--- src/rtl/microcode_sequencer.sv ---
// Micro-PC sequencer: dispatches decoded instructions into a unified micro-ROM and issues one word per cycle.
// Optional step watchdog enabled by defining MICROSEQ_WATCHDOG_EN.
module microcode_sequencer #(
  parameter int MICROCODE_WIDTH = 64,
  parameter int UPC_WIDTH       = 10,
  parameter int CLASS_WIDTH     = 3,
  parameter int SUBOP_WIDTH     = 4,
  parameter int MAX_STEPS       = 16
) (
  input  logic                       clk,
  input  logic                       reset,
  input  logic                       instr_valid,
  output logic                       instr_ready,
  input  logic [CLASS_WIDTH-1:0]     instr_class,
  input  logic [SUBOP_WIDTH-1:0]     instr_subop,
  output logic [UPC_WIDTH-1:0]       rom_addr,
  input  logic [MICROCODE_WIDTH-1:0] rom_data,
  input  logic                       cond_in,
  output logic                       uop_valid,
  input  logic                       uop_ready,
  output logic [MICROCODE_WIDTH-1:0] uop_word,
  output logic                       busy,
  output logic                       seq_error
);

  localparam logic [1:0] SEQ_NEXT  = 2'b00;
  localparam logic [1:0] SEQ_DONE  = 2'b01;
  localparam logic [1:0] SEQ_JUMP  = 2'b10;
  localparam logic [1:0] SEQ_CJUMP = 2'b11;

  typedef enum logic [0:0] {IDLE, RUN} state_t;

  state_t                     state;
  logic [UPC_WIDTH-1:0]       upc;
  logic [UPC_WIDTH-1:0]       upc_inc;
  logic [UPC_WIDTH-1:0]       next_upc;
  logic [UPC_WIDTH-1:0]       target;
  logic [UPC_WIDTH-1:0]       entry;
  logic [1:0]                 seq;
  logic                       accept;
  logic                       load;
  logic                       vld_p1;
  logic [MICROCODE_WIDTH-1:0] uop_word_p1;

  assign instr_ready = (state == IDLE);
  assign busy        = (state == RUN);
  assign rom_addr    = upc;
  assign uop_valid   = vld_p1;
  assign uop_word    = uop_word_p1;

  assign seq     = rom_data[1:0];
  assign target  = rom_data[UPC_WIDTH+1:2];
  assign upc_inc = upc + UPC_WIDTH'(1);
  // Two words per op: the low bit of the entry is always zero.
  assign entry   = UPC_WIDTH'({instr_class, instr_subop, 1'b0});

  assign accept = instr_valid && (state == IDLE);
  assign load   = (state == RUN) && (!vld_p1 || uop_ready);

  always_comb begin
    next_upc = upc_inc;
    case (seq)
      SEQ_NEXT:  next_upc = upc_inc;
      SEQ_DONE:  next_upc = upc_inc;
      SEQ_JUMP:  next_upc = target;
      SEQ_CJUMP: next_upc = cond_in ? target : upc_inc;
      default:   next_upc = upc_inc;
    endcase
  end

`ifdef MICROSEQ_WATCHDOG_EN
  localparam int STEP_W = $clog2(MAX_STEPS + 1);

  logic [STEP_W-1:0] step_cnt;
  logic              seq_err_p1;

  function automatic logic [STEP_W-1:0] sat_inc(input logic [STEP_W-1:0] c);
    return (c == STEP_W'(MAX_STEPS)) ? c : c + STEP_W'(1);
  endfunction

  assign seq_error = seq_err_p1;
`else
  assign seq_error = 1'b0;
`endif

  // Stage p1: issued micro-op register, advanced only on a load
  always_ff @(posedge clk or posedge reset) begin
    if (reset) begin
      state       <= IDLE;
      upc         <= '0;
      vld_p1      <= 1'b0;
      uop_word_p1 <= '0;
`ifdef MICROSEQ_WATCHDOG_EN
      step_cnt    <= '0;
      seq_err_p1  <= 1'b0;
`endif
    end else begin
`ifdef MICROSEQ_WATCHDOG_EN
      seq_err_p1 <= 1'b0;
`endif
      if (vld_p1 && uop_ready) vld_p1 <= 1'b0;
      if (accept) begin
        upc   <= entry;
        state <= RUN;
`ifdef MICROSEQ_WATCHDOG_EN
        step_cnt <= '0;
`endif
      end
      if (load) begin
        uop_word_p1 <= rom_data;
        vld_p1      <= 1'b1;
        upc         <= next_upc;
        if (seq == SEQ_DONE) state <= IDLE;
`ifdef MICROSEQ_WATCHDOG_EN
        step_cnt <= sat_inc(step_cnt);
        // The word that hits the limit is still issued; the program is abandoned after it.
        if ((seq != SEQ_DONE) && (sat_inc(step_cnt) == STEP_W'(MAX_STEPS))) begin
          state      <= IDLE;
          seq_err_p1 <= 1'b1;
        end
`endif
      end
    end
  end

endmodule

--- config.mk ---
export PLATFORM = sky130hd
export DESIGN_NAME = microcode_sequencer
export DESIGN_NICKNAME = d
export VERILOG_FILES = /design/src/rtl/microcode_sequencer.sv
export SDC_FILE = /design/constraint.sdc
export NUM_CORES = 1
export LEC_CHECK = 0
export ABC_AREA = 1
export BUFFER_PORTS_ARGS = -buffer_cell sky130_fd_sc_hd__buf_2
export CAP_MARGIN = 20
export CORE_ASPECT_RATIO = 1.4
export CORE_MARGIN = 2
export CORE_UTILIZATION = 50
export DETAILED_ROUTE_END_ITERATION = 8
export PLACE_DENSITY = 0.84
export SLEW_MARGIN = 20
export SYNTH_ARGS = -nofsm -noshare
export SYNTH_HDL_FRONTEND = slang
export SYNTH_SLANG_ARGS = --single-unit
--- constraint.sdc ---
create_clock -name clk -period 3.9 [get_ports clk]
set_input_delay 0.585 -clock clk [delete_from_list [all_inputs] [get_ports clk]]
set_output_delay 0.585 -clock clk [all_outputs]
set_load 0.1 [all_outputs]
# Yosys cells after proc, flatten, opt, wreduce, memory -nomap -nowiden

Cells that the tools add are included.

Mux-type cells: 9
Bitwise logic cells: 1
Divide/modulo/power cells: 0
Reductions and logical operators: 9
Multiply operators: 0
Equality and inequality tests: 3
$add $sub $neg: 1
Shift-type cells: 0
$lt $le $gt $ge: 0

Operators by type and width:

| cell                  | count |
|---|---|
| $mux 10               | 3 |
| $pmux 10 s3           | 1 |
| $add 10x1->10 const B | 1 |
| $mux 1                | 5 |
| $eq 2x2->1 const B    | 2 |
| $reduce_bool 2->1     | 2 |
| $logic_and 1x1->1     | 3 |
| $eq 2x1->1 const B    | 1 |
| $logic_not 2->1       | 1 |
| $reduce_or 2->1       | 1 |
| $logic_not 1->1       | 1 |
| $logic_or 1x1->1      | 1 |
| $not 1->1             | 1 |

Logic and storage cells: 27
Output and inout bits: 78
Memory bits (read-only): 0
Bits in registers: 76
Input bits: 76
RAM bits: 0
Memories kept: 0
Latch bits: 0

# Longest topological paths before layout

Depth in word-level cells: 5
Gate-level depth with buffers: 9
Depth with buffers taken out: 8

# Least setup slack after synthesis

Ideal clock, no wire load.

Path kind: register -> output
Start: register state, in the netlist busy
End: output port instr_ready
Required time: 3315 ps
Path slack: 1573 ps
Cell stages (with the launch flop): 2
Buffers on the path: 0
Arrival time: 1742 ps
Cell sequence: dfrtp_1 > inv_1

Word-level cells in the longest chain between the ends: 1

Ends and longest elaborated chain:

| item                     | RTL line | text |
|---|---|---|
| start: declaration       | 33       | `state_t state;` |
| start signal: assignment | 89       | `state <= IDLE;` |
| start signal: assignment | 104      | `state <= RUN;` |
| start signal: assignment | 113      | `if (seq == SEQ_DONE) state <= IDLE;` |
| $not 1->1                | 45       | `assign instr_ready = (state == IDLE);` |
| end: declaration         | 13       | `output logic instr_ready,` |

No other way between the ends.

# Final worst setup path

Start: register vld_p1, in the netlist uop_valid
End: register upc[4], in the netlist rom_addr[4]

Word-level cells in the longest chain between the ends: 4
Elaborated cells between the ends (all ways): 5
Classes of those cells: mux: 1; reduce/logical: 4

Ends and longest elaborated chain:

| item                                         | RTL line | text |
|---|---|---|
| start: declaration                           | 42       | `logic vld_p1;` |
| start signal: assignment                     | 91       | `vld_p1 <= 1'b0;` |
| start signal: assignment                     | 101      | `if (vld_p1 && uop_ready) vld_p1 <= 1'b0;` |
| start signal: assignment                     | 111      | `vld_p1 <= 1'b1;` |
| $logic_not 1->1 (*)                          | 58       | `assign load = (state == RUN) && (!vld_p1 \|\| uop_ready);` |
| $logic_or 1x1->1 (*)                         | 58       |  |
| $logic_and 1x1->1 (*)                        | 58       |  |
| $mux 10 or $reduce_bool 2->1 (tied branches) | --       |  |
| end signal: assignment                       | 103      | `upc <= entry;` |
| end signal: assignment                       | 112      | `upc <= next_upc;` |
| end: declaration                             | 34       | `logic [UPC_WIDTH-1:0] upc;` |

Every way passes the cells marked *; elsewhere a longest branch is shown, timed or not.
A chain may end at the register's enable or synchronous reset.

==> summary.md <==
| Metric | Value |
|---|---|
| Post-synth EDFFs | `0` |
| Syn_area_per_cell | `between 8 and 9 um2` |
| Num Clock Sinks | `76` |
| Xor and xnor area share after synthesis | `0%` |
| # port buffers | `152` |
| Hpwl dp | `5.86 mm` |
| Post-layout power | `3300 uW` |
| Crit-path cells | `nand2_1, nand2_4, inv_2, nand3_1, nand2_1, nor2_1, a21oi_1` |
| Core ar. | `0.00630 mm2` |
| Status | `completed` |
| Worst Path Required | `4.17 ns` |
| DR WL/cell | `between 10 and 15 um` |
| Most frequent cells in the layout | `215 x nand2_1, 152 x buf_2, 76 x dfrtp_1, 20 x inv_1, 18 x nor2_1` |
| Final Hold Viols | `0` |
| Hold buffer count at cts | `0` |
| FF+latch count, synth | `76` |
| Routed Antenna Nets | `0` |
| CTS tree | `built` |
| End of the worst register-to-register path | `rom_addr[4]$_DFFE_PP0P_` |
| Logic pwr share | `49.1%` |
| P_leak | `0.00250 uW` |
| Finish-stage setup viols | `0` |
| Leading register cell type out of synthesis | `dfrtp_1` |
| Initial antenna violation count | `0` |
| Async S/R FF share, synth | `between 90% and 100%` |
| Die Span X | `72.4 um` |
| GRT Total Usage | `between 20% and 30%` |
| Root Buffer Master | `clkbuf_8` |
| Pwr dens | `778 mW/mm2` |
| Initial DRT Pass Iterations | `4` |
| Die Footprint | `approximately 0.0072 mm2` |
| Worst-Margin Slew | `between 1 and 1.5 ns` |
| Adder-Cell Fraction of Synth Area | `0.382%` |
| Sequential area share after synthesis | `58.0%` |
| Crit Path Category | `flip-flop to flip-flop` |
| Worst-path fanout max | `65` |
| Unique cell type count in the Yosys netlist | `27` |
| Worst R2R Setup Slack | `1.79 ns` |
| Post-Synth Simple-Gate Area | `between 30% and 40%` |
| RePlAce Congestion | `0.900` |
| H-tree depth | `3` |
| Fin crit period | `2.11 ns` |
| Synth warnings | `0` |
| Sw Share | `roughly 54%` |
| Vias in the first global route | `around 2800` |
| Post-Layout Cell Count | `623` |
| Critical path's largest stage delay | `0.84 ns` |
| Post-Syn Area | `0.00328 mm2` |
| Critical-path top delay cell | `inv_2` |
| WL final | `8.13 mm` |
| Placed Instance Area | `0.00404 mm2` |
| Final Skew | `between 0.005 and 0.006 ns` |
| Cell Rows | `34` |
| Post-CTS setup buffer count | `0` |
| Max Slew Vio Count | `0` |
| Clk slew on worst S/H paths | `0.08 ns` |
| P_int | `1520 uW` |
| Via/cell ratio | `4.93` |
| GR Overflow Total | `0` |
| Max transition margin | `approximately a third` |
| First-pass GRT wire length | `between 10 and 15 mm` |
| Cells after DPL | `608` |
| Crit start category | `flip-flop` |
| Worst vdd rail ir drop | `0.510 mV` |
| Post-route cell area | `0.00425 mm2` |
| DR DRC count | `0` |
| Clk buf depth | `2` |
| Layout cells sized above 1 | `approximately a third` |
| F_max | `approximately 0.47 GHz` |
| Clk pwr share | `between 10% and 20%` |
| IO Count | `154` |
| Hold WC Path Type | `input pin to async pin` |
| Filler cells | `536` |
| Initial Util | `52.1%` |
| Post-synthesis mux area share | `0.687%` |
| Die height | `99.8 um` |
| Compound-cell area share of the yosys netlist | `3.47%` |
| 1st-iter DRT viols | `~260` |
| Syn Nets | `475` |
| Critical R2R Launch | `uop_valid$_DFFE_PP0P_` |
| Worst setup EP type | `flip-flop` |
| PostCTS Resize Cnt | `0` |
| Largest net degree at the start of global routing | `66` |
| Sequential share of power | `between 30% and 40%` |
| Synthesis-to-layout area growth | `29.6%` |
| Clock Latency Late Sink | `around 0.34 ns` |
| FF-to-FF path depth | `7` |
| Sw Pwr | `1780 uW` |
| CTS Buf Count | `9` |
| RSZ-0062 raised after global routing | `no` |
| Final worst path period share | `54.1%` |
| Mapped Cells | `398` |
| Arr. time, crit path | `between 2 and 2.5 ns` |
| Via count | `3074` |
| Main combinational cell family by area after synthesis | `simple AND/OR/NAND/NOR gates` |
| ANT cells | `0` |
| Critical Path Most Common Cell | `nand2_1` |
| Final #Nets | `624` |
| Max_cap viols | `0` |
| Commonest non-fill, non-tap cell in the layout | `nand2_1` |
| Fin Setup TNS | `0 ns` |
==> state kept, by name (all words and copies together) (netlist names) <==
| register | cells |
|---|---|
| rom_addr | 10 |
| uop_valid | 1 |
| uop_word | 64 |
| busy | 1 |
==> final cells by class <==
class	instances	area, um2	share of cell area (%)
repair buffers	155	783	18.4
clock inverters	6	88.8	2.09
clock buffers	9	124	2.92
multi-input cells	283	1180	27.7
inverters	22	82.6	1.94
well taps	72	90.1	2.12
flip-flops and latches	76	1900	44.8
==> power by group through the flow <==
stage	clock (uW)	combinational [uW]	sequential, uW
floorplan	0	283	2120
global placement	0	1610	1040
detailed placement	0	1630	1050
CTS	656	1630	1040
global route	697	1700	1050
finish	645	1620	1040
==> synth_stat cells (2+ instances only) <==
master   number  share of area, %
a21oi_1       5              0.76
dfrtp_1      76                58
buf_6         2              0.69
inv_1        21               2.4
nor2_1       18               2.1
nand2_1     215                25
mux2_1        2              0.69
or2_2         2              0.38
nand3_1      17               2.6
o21ai_1       2              0.31
buf_2         6              0.92
o21ai_0       7               1.1
buf_4         8               1.8
nand4_1       4              0.76
==> metrics by stage <==
stage	hold WS (ns)	worst slack (ns)	util [%]
floorplan	0.680	1.38	-
global placement	0.457	1.57	64.1
detailed placement	0.460	1.47	64.1
CTS	0.408	1.78	67.5
global route	0.418	1.51	67.5
finish	0.408	1.79	67.5
==> cells by family (layout without fill, tap and decap cells) <==
group,Yosys count,in the layout
buffers and inverters,39,192
adder cells (fa/ha/maj),1,1
other,1,1
flip-flops,76,76
AND/OR/NAND/NOR,259,259
multiplexers,2,2
AO/OA/AOI/OAI,20,20
==> worst max-delay path: cells and delay by family (launching register included) <==
family,cells,cell delay [ns]
compound gates,1,0.13
buf+inv,1,0.84
flops,1,0.38
simple gates,5,0.68
==> how the worst max path moves through the flow <==
| stage | start | end | slack [ns] | cells past startpoint |
|---|---|---|---|---|
| finish | uop_valid$_DFFE_PP0P_ | rom_addr[4]$_DFFE_PP0P_ | 1.79 | 7 |
| global route | uop_valid$_DFFE_PP0P_ | rom_addr[4]$_DFFE_PP0P_ | 1.51 | 7 |
| CTS | uop_valid$_DFFE_PP0P_ | rom_addr[4]$_DFFE_PP0P_ | 1.78 | 7 |
| detailed placement | uop_ready | rom_addr[5]$_DFFE_PP0P_ | 1.47 | 9 |
| global placement | uop_ready | rom_addr[4]$_DFFE_PP0P_ | 1.57 | 9 |
| floorplan | reset | busy$_DFF_PP0_ | 1.38 | 1 |
==> metal layers <==
layer	vias to the layer above	wire length [um]	track usage, %	share of wire, %
met1	1432	3240	29.6	40
met5	-	0	0	0
li1	1519	-	-	-
met3	11	430	2.71	5.3
met4	0	154	11.5	1.9
met2	112	4300	40.1	53
Power figures use the tool's default switching activity.
